<file path="src/rtl/ysyx_22041207_rx_resp.sv">
// Single-outstanding read responder: address handshake, one memory read strobe, latency wait, byte-masked response.
// Optional out-of-window error response enabled by defining YSYX_22041207_RX_RESP_ERR_EN.
module ysyx_22041207_rx_resp #(
  parameter int unsigned LATENCY  = 1,
  parameter logic [63:0] MEM_BASE = 64'h80000000,
  parameter logic [63:0] MEM_SIZE = 64'h08000000
) (
  input  logic        clk,
  input  logic        rst_n,
  input  logic        rx_r_valid_i,
  output logic        rx_r_ready_o,
  input  logic [63:0] rx_r_addr_i,
  input  logic [7:0]  rx_r_size_i,
  output logic [63:0] rx_data_read_o,
  output logic        rx_data_valid,
  input  logic        rx_data_ready,
  output logic        rx_resp_err,
  output logic        mem_en,
  output logic [63:0] mem_addr,
  input  logic [63:0] mem_rdata
);

  localparam int unsigned CNT_W    = 4;
  localparam int unsigned WADDR_W  = 61;
  localparam int unsigned BYTES    = 8;
`ifdef YSYX_22041207_RX_RESP_ERR_EN
  localparam bit ERR_EN = 1'b1;
`else
  localparam bit ERR_EN = 1'b0;
`endif

  typedef enum logic [1:0] {
    IDLE = 2'd0,
    REQ  = 2'd1,
    WAIT = 2'd2,
    RESP = 2'd3
  } state_t;

  state_t             r_state, w_state_nxt;
  logic [CNT_W-1:0]   r_cnt, w_cnt_nxt;
  logic [WADDR_W-1:0] r_word_addr, w_word_addr_nxt;
  logic [7:0]         r_size, w_size_nxt;
  logic [63:0]        r_data, w_data_nxt;
  logic               r_valid, w_valid_nxt;
  logic               r_mem_en, w_mem_en_nxt;
  logic               r_err, w_err_nxt;
  logic               w_hs;
  logic               w_oob;
  logic [63:0]        w_masked;

  // Ready is a pure decode of IDLE, forced low while reset is held.
  assign rx_r_ready_o   = rst_n & (r_state == IDLE);
  assign w_hs           = rx_r_valid_i & rx_r_ready_o;
  assign w_oob          = ERR_EN & ((rx_r_addr_i < MEM_BASE) ||
                                    (rx_r_addr_i >= (MEM_BASE + MEM_SIZE)));

  assign rx_data_read_o = r_data;
  assign rx_data_valid  = r_valid;
  assign rx_resp_err    = r_err;
  assign mem_en         = r_mem_en;
  assign mem_addr       = {r_word_addr, 3'b000};

  // Byte-lane mask of the returned word.
  always_comb begin
    w_masked = '0;
    for (int i = 0; i < BYTES; i++) begin
      w_masked[i*8 +: 8] = r_size[i] ? mem_rdata[i*8 +: 8] : 8'h00;
    end
  end

  always_ff @(posedge clk or negedge rst_n) begin
    if (!rst_n) begin
      r_state     <= IDLE;
      r_cnt       <= '0;
      r_word_addr <= '0;
      r_size      <= '0;
      r_data      <= '0;
      r_valid     <= 1'b0;
      r_mem_en    <= 1'b0;
      r_err       <= 1'b0;
    end else begin
      r_state     <= w_state_nxt;
      r_cnt       <= w_cnt_nxt;
      r_word_addr <= w_word_addr_nxt;
      r_size      <= w_size_nxt;
      r_data      <= w_data_nxt;
      r_valid     <= w_valid_nxt;
      r_mem_en    <= w_mem_en_nxt;
      r_err       <= w_err_nxt;
    end
  end

  always_comb begin
    w_state_nxt     = r_state;
    w_cnt_nxt       = r_cnt;
    w_word_addr_nxt = r_word_addr;
    w_size_nxt      = r_size;
    w_data_nxt      = r_data;
    w_valid_nxt     = r_valid;
    w_mem_en_nxt    = 1'b0;
    w_err_nxt       = r_err;
    unique case (r_state)
      IDLE: begin
        if (w_hs) begin
          w_word_addr_nxt = rx_r_addr_i[63:3];
          w_size_nxt      = rx_r_size_i;
          if (w_oob) begin
            w_state_nxt = RESP;
            w_data_nxt  = '0;
            w_err_nxt   = 1'b1;
            w_valid_nxt = 1'b1;
          end else begin
            w_state_nxt  = REQ;
            w_mem_en_nxt = 1'b1;
          end
        end
      end
      REQ: begin
        w_state_nxt = WAIT;
        w_cnt_nxt   = CNT_W'(LATENCY);
      end
      WAIT: begin
        // Memory data is valid on the edge where the count has reached 1.
        if (r_cnt <= CNT_W'(1)) begin
          w_state_nxt = RESP;
          w_data_nxt  = w_masked;
          w_err_nxt   = 1'b0;
          w_valid_nxt = 1'b1;
        end else begin
          w_cnt_nxt = r_cnt - CNT_W'(1);
        end
      end
      RESP: begin
        if (rx_data_ready) begin
          w_state_nxt = IDLE;
          w_valid_nxt = 1'b0;
          w_err_nxt   = 1'b0;
        end
      end
      default: w_state_nxt = IDLE;
    endcase
  end

endmodule

</file>
<file path="config.mk">
export PLATFORM = sky130hd
export DESIGN_NAME = ysyx_22041207_rx_resp
export DESIGN_NICKNAME = d
export VERILOG_FILES = /design/src/rtl/ysyx_22041207_rx_resp.sv
export SDC_FILE = /design/constraint.sdc
export NUM_CORES = 1
export LEC_CHECK = 0
export ABC_AREA = 1
export CAP_MARGIN = 20
export CORE_UTILIZATION = 30
export CTS_CLUSTER_SIZE = 30
export DETAILED_ROUTE_END_ITERATION = 6
export GPL_TIMING_DRIVEN = 0
export PLACE_DENSITY = 0.73
export SYNTH_ARGS = -nofsm -noshare
export SYNTH_HDL_FRONTEND = slang
export SYNTH_SLANG_ARGS = --single-unit
</file>
<file path="constraint.sdc">
create_clock -name clk -period 3.86 [get_ports clk]
set_clock_uncertainty 0.05 [all_clocks]
set_input_delay 0.772 -clock clk [delete_from_list [all_inputs] [get_ports clk]]
set_output_delay 0.772 -clock clk [all_outputs]
set_load 0.005 [all_outputs]
</file>
# After elaboration in Yosys (flattened, before gate mapping)
# Cells that the tools add are included.
dict set report totals {
  elab_cells 48
  inputBits 140
  ff_bits 142
}
dict set report classes {
  bitwise 2
  muxes 21
  n_eq_ne 7
  magnitude_cmp 1
  reduce_logical 8
  add_sub_neg 1
}
# op count
set ops {}
lappend ops {{8-bit two-way mux} 8}
lappend ops {{2-bit inequality test (second input constant)} 4}
lappend ops {{2-bit one-hot mux with 4 select lines} 1}
lappend ops {{4-bit one-hot mux with 2 select lines} 1}
lappend ops {{2-bit two-way mux} 3}
lappend ops {{2-bit AND reduction} 3}
lappend ops {{3-bit AND reduction} 2}
lappend ops {{1-bit two-way mux} 5}
lappend ops {{2-bit == test (second input constant)} 2}
lappend ops {{4-bit by 1-bit less-or-equal comparator with 1-bit output (second input constant)} 1}
lappend ops {{4-bit two-way mux} 1}
lappend ops {{1-bit one-hot mux with 2 select lines} 2}
lappend ops {{2-bit nonzero test} 2}
lappend ops {{4-bit by 1-bit subtractor with 4-bit output (second input constant)} 1}
lappend ops {{1-bit AND} 2}
lappend ops {{2-bit by 1-bit == test with 1-bit output (second input constant)} 1}
lappend ops {{2-bit logical NOT} 1}

# Longest topological paths before layout
# Gate-level depths: netlist of run 1.
dict set report depth {
  depth_word 5
  depth_mapped 9
}

# Least setup slack after synthesis of run 1
# No wires, ideal clock.
dict set report synth_timing {
  path_kind {in2out}
  from {input rst_n}
  to {output rx_r_ready_o}
  path_buffers 0
  arrival_time_ps 863
  slack_ps 2175
  cell_stages 2
  path_cell_list {nand2_1 > inv_1}
}
dict set report synth_via {
  elab_chain_len 1
}
# item line
set synth_lines {}
lappend synth_lines {{from (decl)} 9} ;# input logic rst_n,
lappend synth_lines {{1-bit AND} 52} ;# assign rx_r_ready_o = rst_n & (r_state == IDLE);
lappend synth_lines {{to (decl)} 11} ;# output logic rx_r_ready_o,
# No other way between the ends.

# Worst setup path after layout of run 1
# Ends and elaborated chain as after synthesis.

==> qor.txt, run 1 <==
Starting Density -> 30.92%
commonest cells after routing, fill and taps aside -> nand2_1, clkdlybuf4s50_1, dfrtp_1
H-tree Lvls -> 4
die area -> 20,100 sq um
Max-cap violations -> 0
Slew HR -> 52.96%
min Tclk post-route -> 2.693 ns
status -> complete, no violations
total CTS buffers -> 17
Remaining Overflow, GRT -> 0
Seq/Total Area, Yosys -> 60.20%
area delta synth->final -> 63.13%
CP cell instances -> buf_6, nand2_1, inv_1, clkdlybuf4s50_1
worst r2r src -> r_state[0]
share of the synthesized area in the top cell type -> 60.20%
startpoint types -> primary input
CP Buf/Inv Count -> 3
Crit-path slowest cell -> clkdlybuf4s50_1
DP Worst Slack -> 1.145 ns
routability cong. -> 0.7645
fin crit share -> 69.78%
post-cts resize count -> 0
VDD IR max -> 0.3338 mV
IO buf count -> 264
Slew Viols, Final -> 0
Critical Path Fanout Max -> 54
Worst EP required -> 3.04 ns
chip width -> 141.8 microns
smallest setup slack after layout -> 1.167 ns
Total Routing Usage GR -> 18.13%
CTS root buf -> clkbuf_16
cts hold-fix bufs -> 0
Yosys warnings -> 0
maximum clock path buffer count -> 2
Worst-path clk slew -> 0.06 ns
r2r endpoint -> r_word_addr[57]
crit path kind -> in2out
Design Power -> 7.903 mW
vias in the first global route -> 5,209
# DRC -> 0
final hold violations -> 0
TritonCTS clock tree -> yes
latest clock arrival within the worst-skew pair -> 0.41 ns
IO Count -> 272
Final setup violation count -> 0
Core Box Area -> 18,960 sq um
post-DR vias/cell -> 4.333
Post-Syn Area -> 5861 sq um
first-pass GRT wire length -> 27,680 microns
final core occ -> 50.44%
Leakage -> 4.462 nW
top post-synthesis cells by area -> dfrtp_1, nand2_1, o21ai_2
CP Capture Type -> output pin
commonest non-fill, non-tap cell in the layout -> nand2_1
worst-margin pin slew -> 0.7055 ns
Die H -> 141.8 microns
Fmax -> 0.3713 GHz
cells on worst reg2reg path -> 7
pin count of the biggest net entering global routing -> 91
# diodes -> 0
Final TNS setup -> 0 ns
post-route ant nets -> 0
drt wl/cell -> 14.77 microns
CP delay by family, top -> buffers and inverters
reg2reg setup slack -> 1.95 ns
total vias in the final route -> 5,195
Pwr Density -> 826.6 nW/um^2
Worst Path Arrival -> 1.87 ns
postcts setup bufs -> 0
DPL Wire Length -> 12,790 microns
Mapped Cells -> 639
antenna violations before repair -> 0
clk sinks -> 141
1st-pass router iterations -> 4
1st-iter DRT viols -> 232
DRT Wirelength -> 17,710 microns
Distinct cells, synth -> 20
Synth area leader -> dfrtp_1
Net count, final -> 1,072
slowest stage delay, CP -> 0.49 ns
Seq cells post-synth -> 141
Rows -> 50
layout cells sized above 1 -> 11.82%
syn avg cell area -> 9.172 sq um
HP Class -> in2async
RSZ-0062 raised after global routing -> no
-- cell usage after synthesis --
cell type	instances
nand3_2	2
dfrtp_1	141
o21ai_1	15
buf_6	11
o211ai_2	1
inv_2	1
nand3_1	5
o21ai_2	45
nand4_1	4
buf_4	4
ha_1	6
conb_1	1
nand2_1	357
or2_2	4
inv_1	11
nor2_2	1
o21ai_0	5
clkbuf_1	7
buf_2	10
buf_1	8
-- sequential cells by signal, indices dropped and copies added, names as in the netlist --
| name | cells |
|---|---|
| rx_data_read_o | 64 |
| r_size | 8 |
| r_word_addr | 61 |
| rx_data_valid | 1 |
| r_cnt | 4 |
| r_state | 2 |
| mem_en | 1 |
-- where the power goes --
part           leakage (nW)  total, mW  internal [mW]  switching [mW]
clock network         0.337       1.93           1.29           0.641
logic                  2.31       3.39           1.85            1.54
registers              1.82       2.59           2.20           0.389
total                  4.46       7.90           5.33            2.57
-- layer usage --
metal  GRT usage, %  part of all wire [%]  vias up
met1          21.76                    43     2413
met2          30.18                    47      215
met5              0                     0        -
met4          4.697                  0.99        0
li1               -                     -     2557
met3          7.222                   9.6       10
-- area by class of cell --
cell class / count / area, sq um
multi-input combinational: 449 / 2038
fill: 1780 / 9395
sequential: 141 / 3528
timing repair buffer: 265 / 2671
clock buffer: 19 / 432.9
buffer: 40 / 260.3
inverter: 12 / 45.04
tap: 260 / 325.3
clock inverter: 13 / 259.0
-- worst register-to-register path, cell delays in order (launching register included) --
cell and delay, ns:
dfrtp_1 0.42, inv_1 0.10, ha_1 0.22, nand3_2 0.25
inv_2 0.23, buf_2 0.35, nand2_1 0.16, nand2_1 0.09
-- how the worst max path moves through the flow --
stage	from	end	slack (ns)	cells after the start
6_report	rst_n	rx_r_ready_o	1.17	4
2_1_floorplan	rst_n	rx_r_ready_o	2.17	2
5_1_grt	rst_n	rx_r_ready_o	1.03	4
3_3_place_gp	rst_n	r_word_addr[57]	-5.16	6
3_5_place_dp	rst_n	rx_r_ready_o	1.14	4
4_1_cts	rst_n	rx_r_ready_o	1.15	4
-- cells by family (layout without fill, tap and decap cells) --
group | after synthesis | count (layout) | share of synthesized area (%)
DFF | 141 | 141 | 60.20
other | 1 | 4 | 0.06399
adders and majority gates | 6 | 6 | 1.281
buffers and inverters | 52 | 349 | 5.209
AOI/OAI and AO/OA | 66 | 66 | 8.646
and+or+nand+nor | 373 | 373 | 24.59
-- through the flow --
stage          instance area [sq um]  hold slack (ns)  cells
2_1_floorplan                   5872           0.3919    642
3_3_place_gp                    8840           0.4080   1166
3_5_place_dp                    8869           0.4129   1167
4_1_cts                         9560           0.2701   1199
5_1_grt                         9560           0.2860   1199
6_report                        9560           0.2715   1199
Note: power is estimated with default switching activity, not from simulation.
==> inputs of run 2 (changes only) <==
- clock period: 3.86 -> 2.5 ns (I/O delays scaled with it)
==> qor.txt, run 2 (synthesis results as in run 1) <==
worst r2r src -> r_state[0]
maximum clock path buffer count -> 2 (unchanged)
DPL Wire Length -> 12,790 microns (unchanged)
RSZ-0062 raised after global routing -> no
cells on worst reg2reg path -> 7 (unchanged)
fillers -> 1,779 (-0.056%)
# DRC -> 0 (unchanged)
area delta synth->final -> 63.64%
clock power share -> 24.4% (about the same)
drt wl/cell -> 14.86 microns (+0.59%)
Layout Cells excl Fill -> 1,201 (+0.17%)
total vias in the final route -> 5,200 (+0.096%)
VDD IR max -> 0.5154 mV (+54%)
DP Area -> 8869 sq um (unchanged)
DRT Wirelength -> 17,850 microns (+0.76%)
first-pass GRT wire length -> 27,840 microns (+0.57%)
Fmax -> 0.4370 GHz
commonest cells after routing, fill and taps aside -> nand2_1, clkdlybuf4s50_1, dfrtp_1
status -> complete, no violations
Leakage -> 4.476 nW (+0.30%)
Core Box Area -> 18,960 sq um (unchanged)
final hold violations -> 0 (unchanged)
startpoint types -> register
max reg flops -> 64 (unchanged)
final core occ -> 50.59% (+0.16 points)
die area -> 20,100 sq um (unchanged)
H-tree Lvls -> 4 (unchanged)
pin count of the biggest net entering global routing -> 91 (unchanged)
chip width -> 141.8 microns (unchanged)
1st-pass router iterations -> 4 (unchanged)
post-route ant nets -> 0 (unchanged)
CP Capture Type -> output pin
Die H -> 141.8 microns (unchanged)
TritonCTS clock tree -> yes
min Tclk post-route -> 2.288 ns
Worst-path clk slew -> 0.06 ns (about the same)
HP Class -> in2async
Pwr Density -> 1274 nW/um^2 (+54%)
Slew HR -> 53.46% (+0.49 points)
# diodes -> 0 (unchanged)
commonest non-fill, non-tap cell in the layout -> nand2_1
worst-margin pin slew -> 0.6982 ns (-0.007382 ns)
Cell Int Power -> 8.239 mW (+54%)
total CTS buffers -> 17 (unchanged)
fin crit share -> 91.53%
Critical Path Fanout Max -> 4 (-93%)
Worst EP required -> 1.95 ns (-1.09 ns)
placed cells -> 1,167 (unchanged)
Design Power -> 12.21 mW (+55%)
final instance area -> 9590 sq um (+0.31%)
post-DR vias/cell -> 4.330 (about the same)
antenna violations before repair -> 0 (unchanged)
postcts setup bufs -> 0 (unchanged)
Rows -> 50 (unchanged)
Max-cap violations -> 0 (unchanged)
combinational power share -> 42.9% (about the same)
vias in the first global route -> 5,219 (+0.19%)
Net count, final -> 1,074 (+0.19%)
Remaining Overflow, GRT -> 0 (unchanged)
IO buf count -> 264 (unchanged)
Slew Viols, Final -> 0 (unchanged)
CTS root buf -> clkbuf_16
Net Sw Power -> 3.975 mW (+55%)
routability cong. -> 0.7645 (unchanged)
Worst Path Arrival -> 1.74 ns (-0.13 ns)
Sequential Power Share -> 32.7% (about the same)
Final TNS setup -> 0 ns (unchanged)
Final setup violation count -> 0 (unchanged)
Net Sw Frac -> 32.54% (about the same)
Total Routing Usage GR -> 18.27% (+0.14 points)
r2r endpoint -> r_word_addr[57]
latest clock arrival within the worst-skew pair -> 0.41 ns (about the same)
crit path kind -> reg2out
reg2reg setup slack -> 0.60 ns (-1.35 ns)
IO Count -> 272 (unchanged)
1st-iter DRT viols -> 240 (+3.4%)
Starting Density -> 30.92% (unchanged)
layout cells sized above 1 -> 11.90% (+0.081 points)
clk sinks -> 141 (unchanged)
run 2: cell count changes in the layout (fill, tap and decap cells not counted), sizes merged:
cell,change
buf,+1
dlygate4sd3,+1
run 2: cell type report:
type	count	area (sq um)	share of cell area, %
flip-flops and latches	141	3528	36.79
clock buffers	19	432.9	4.514
well taps	260	325.3	3.392
multi-input cells	449	2038	21.25
repair buffers	267	2701	28.17
plain buffers	40	260.3	2.714
inverters	12	45.04	0.4697
clock inverters	13	259.0	2.701
run 2: worst max-delay path by stage:
| stage | start | end | slack (ns) | cells after the start |
|---|---|---|---|---|
| floorplan | r_cnt[0] | rx_data_read_o[58] | 1.05 | 9 |
| global placement | rst_n | r_word_addr[57] | -6.25 | 6 |
| detailed placement | rst_n | r_word_addr[57] | 0.12 | 6 |
| CTS | r_state[0] | rx_r_ready_o | 0.19 | 5 |
| global route | r_state[0] | rx_r_ready_o | 0.07 | 5 |
| finish | r_state[0] | rx_r_ready_o | 0.21 | 5 |
run 2: critical path, stage by stage, from the launching register on:
cell and delay, ns:
dfrtp_1 0.41, inv_1 0.10, ha_1 0.22, nand2_1 0.07, inv_1 0.05, clkdlybuf4s50_1 0.49
run 2: metal layers:
metal  share of wire, %  vias up  global-route usage (%)  wire length, microns
met5                  0        -                       0                     0
met3                9.6       10                   7.324                  1721
met1                 43     2415                   21.89                  7625
met4               0.99        0                   4.697                   176
met2                 47      215                   30.44                  8323
li1                   -     2560                       -                     -
run 2: timing repair:
| action | 4_1_cts | 5_1_grt |
|---|---|---|
| hold endpoints to repair | 10 | 0 |
| setup endpoints to repair | 0 | 0 |
| resized for setup | 0 | 0 |
| hold buffers | 2 | 0 |
run 2: power groups by stage:
stage               sequential, mW  clock, mW  combinational, mW
CTS                           4.00       3.07               5.33
global route                  4.14       3.17               5.81
floorplan                     4.05          0               2.27
finish                        3.99       2.98               5.24
global placement              3.99          0               5.23
detailed placement            4.00          0               5.32
run 2: through the flow:
step                      setup WS [ns]  hold WS, ns
after global routing            0.07013      0.03573
final                            0.2119      0.04777
after floorplan                   1.050       0.1544
after CTS                        0.1855      0.03065
after global placement           -6.249       0.4080
after detailed placement         0.1171       0.4129
==> inputs of run 3 (changes only) <==
- GPL_ROUTABILITY_DRIVEN: default -> 1
- clock period: 2.5 -> 2.7 ns (I/O delays scaled with it)
==> results of run 3 <==
Same layout as run 1 (identical final DEF). Status: complete, no violations.
Among the figures that moved: setup slack after placement 1.145 ns -> 0.2771 ns; setup slack after layout 1.167 ns -> 0.3552 ns; hold slack 0.2715 ns -> 0.03952 ns; start point of the critical path rst_n -> r_state[0]; register-to-register setup slack 1.95 ns -> 0.79 ns; total power 7.903 mW -> 11.30 mW; worst IR drop on VDD 0.3338 mV -> 0.4772 mV
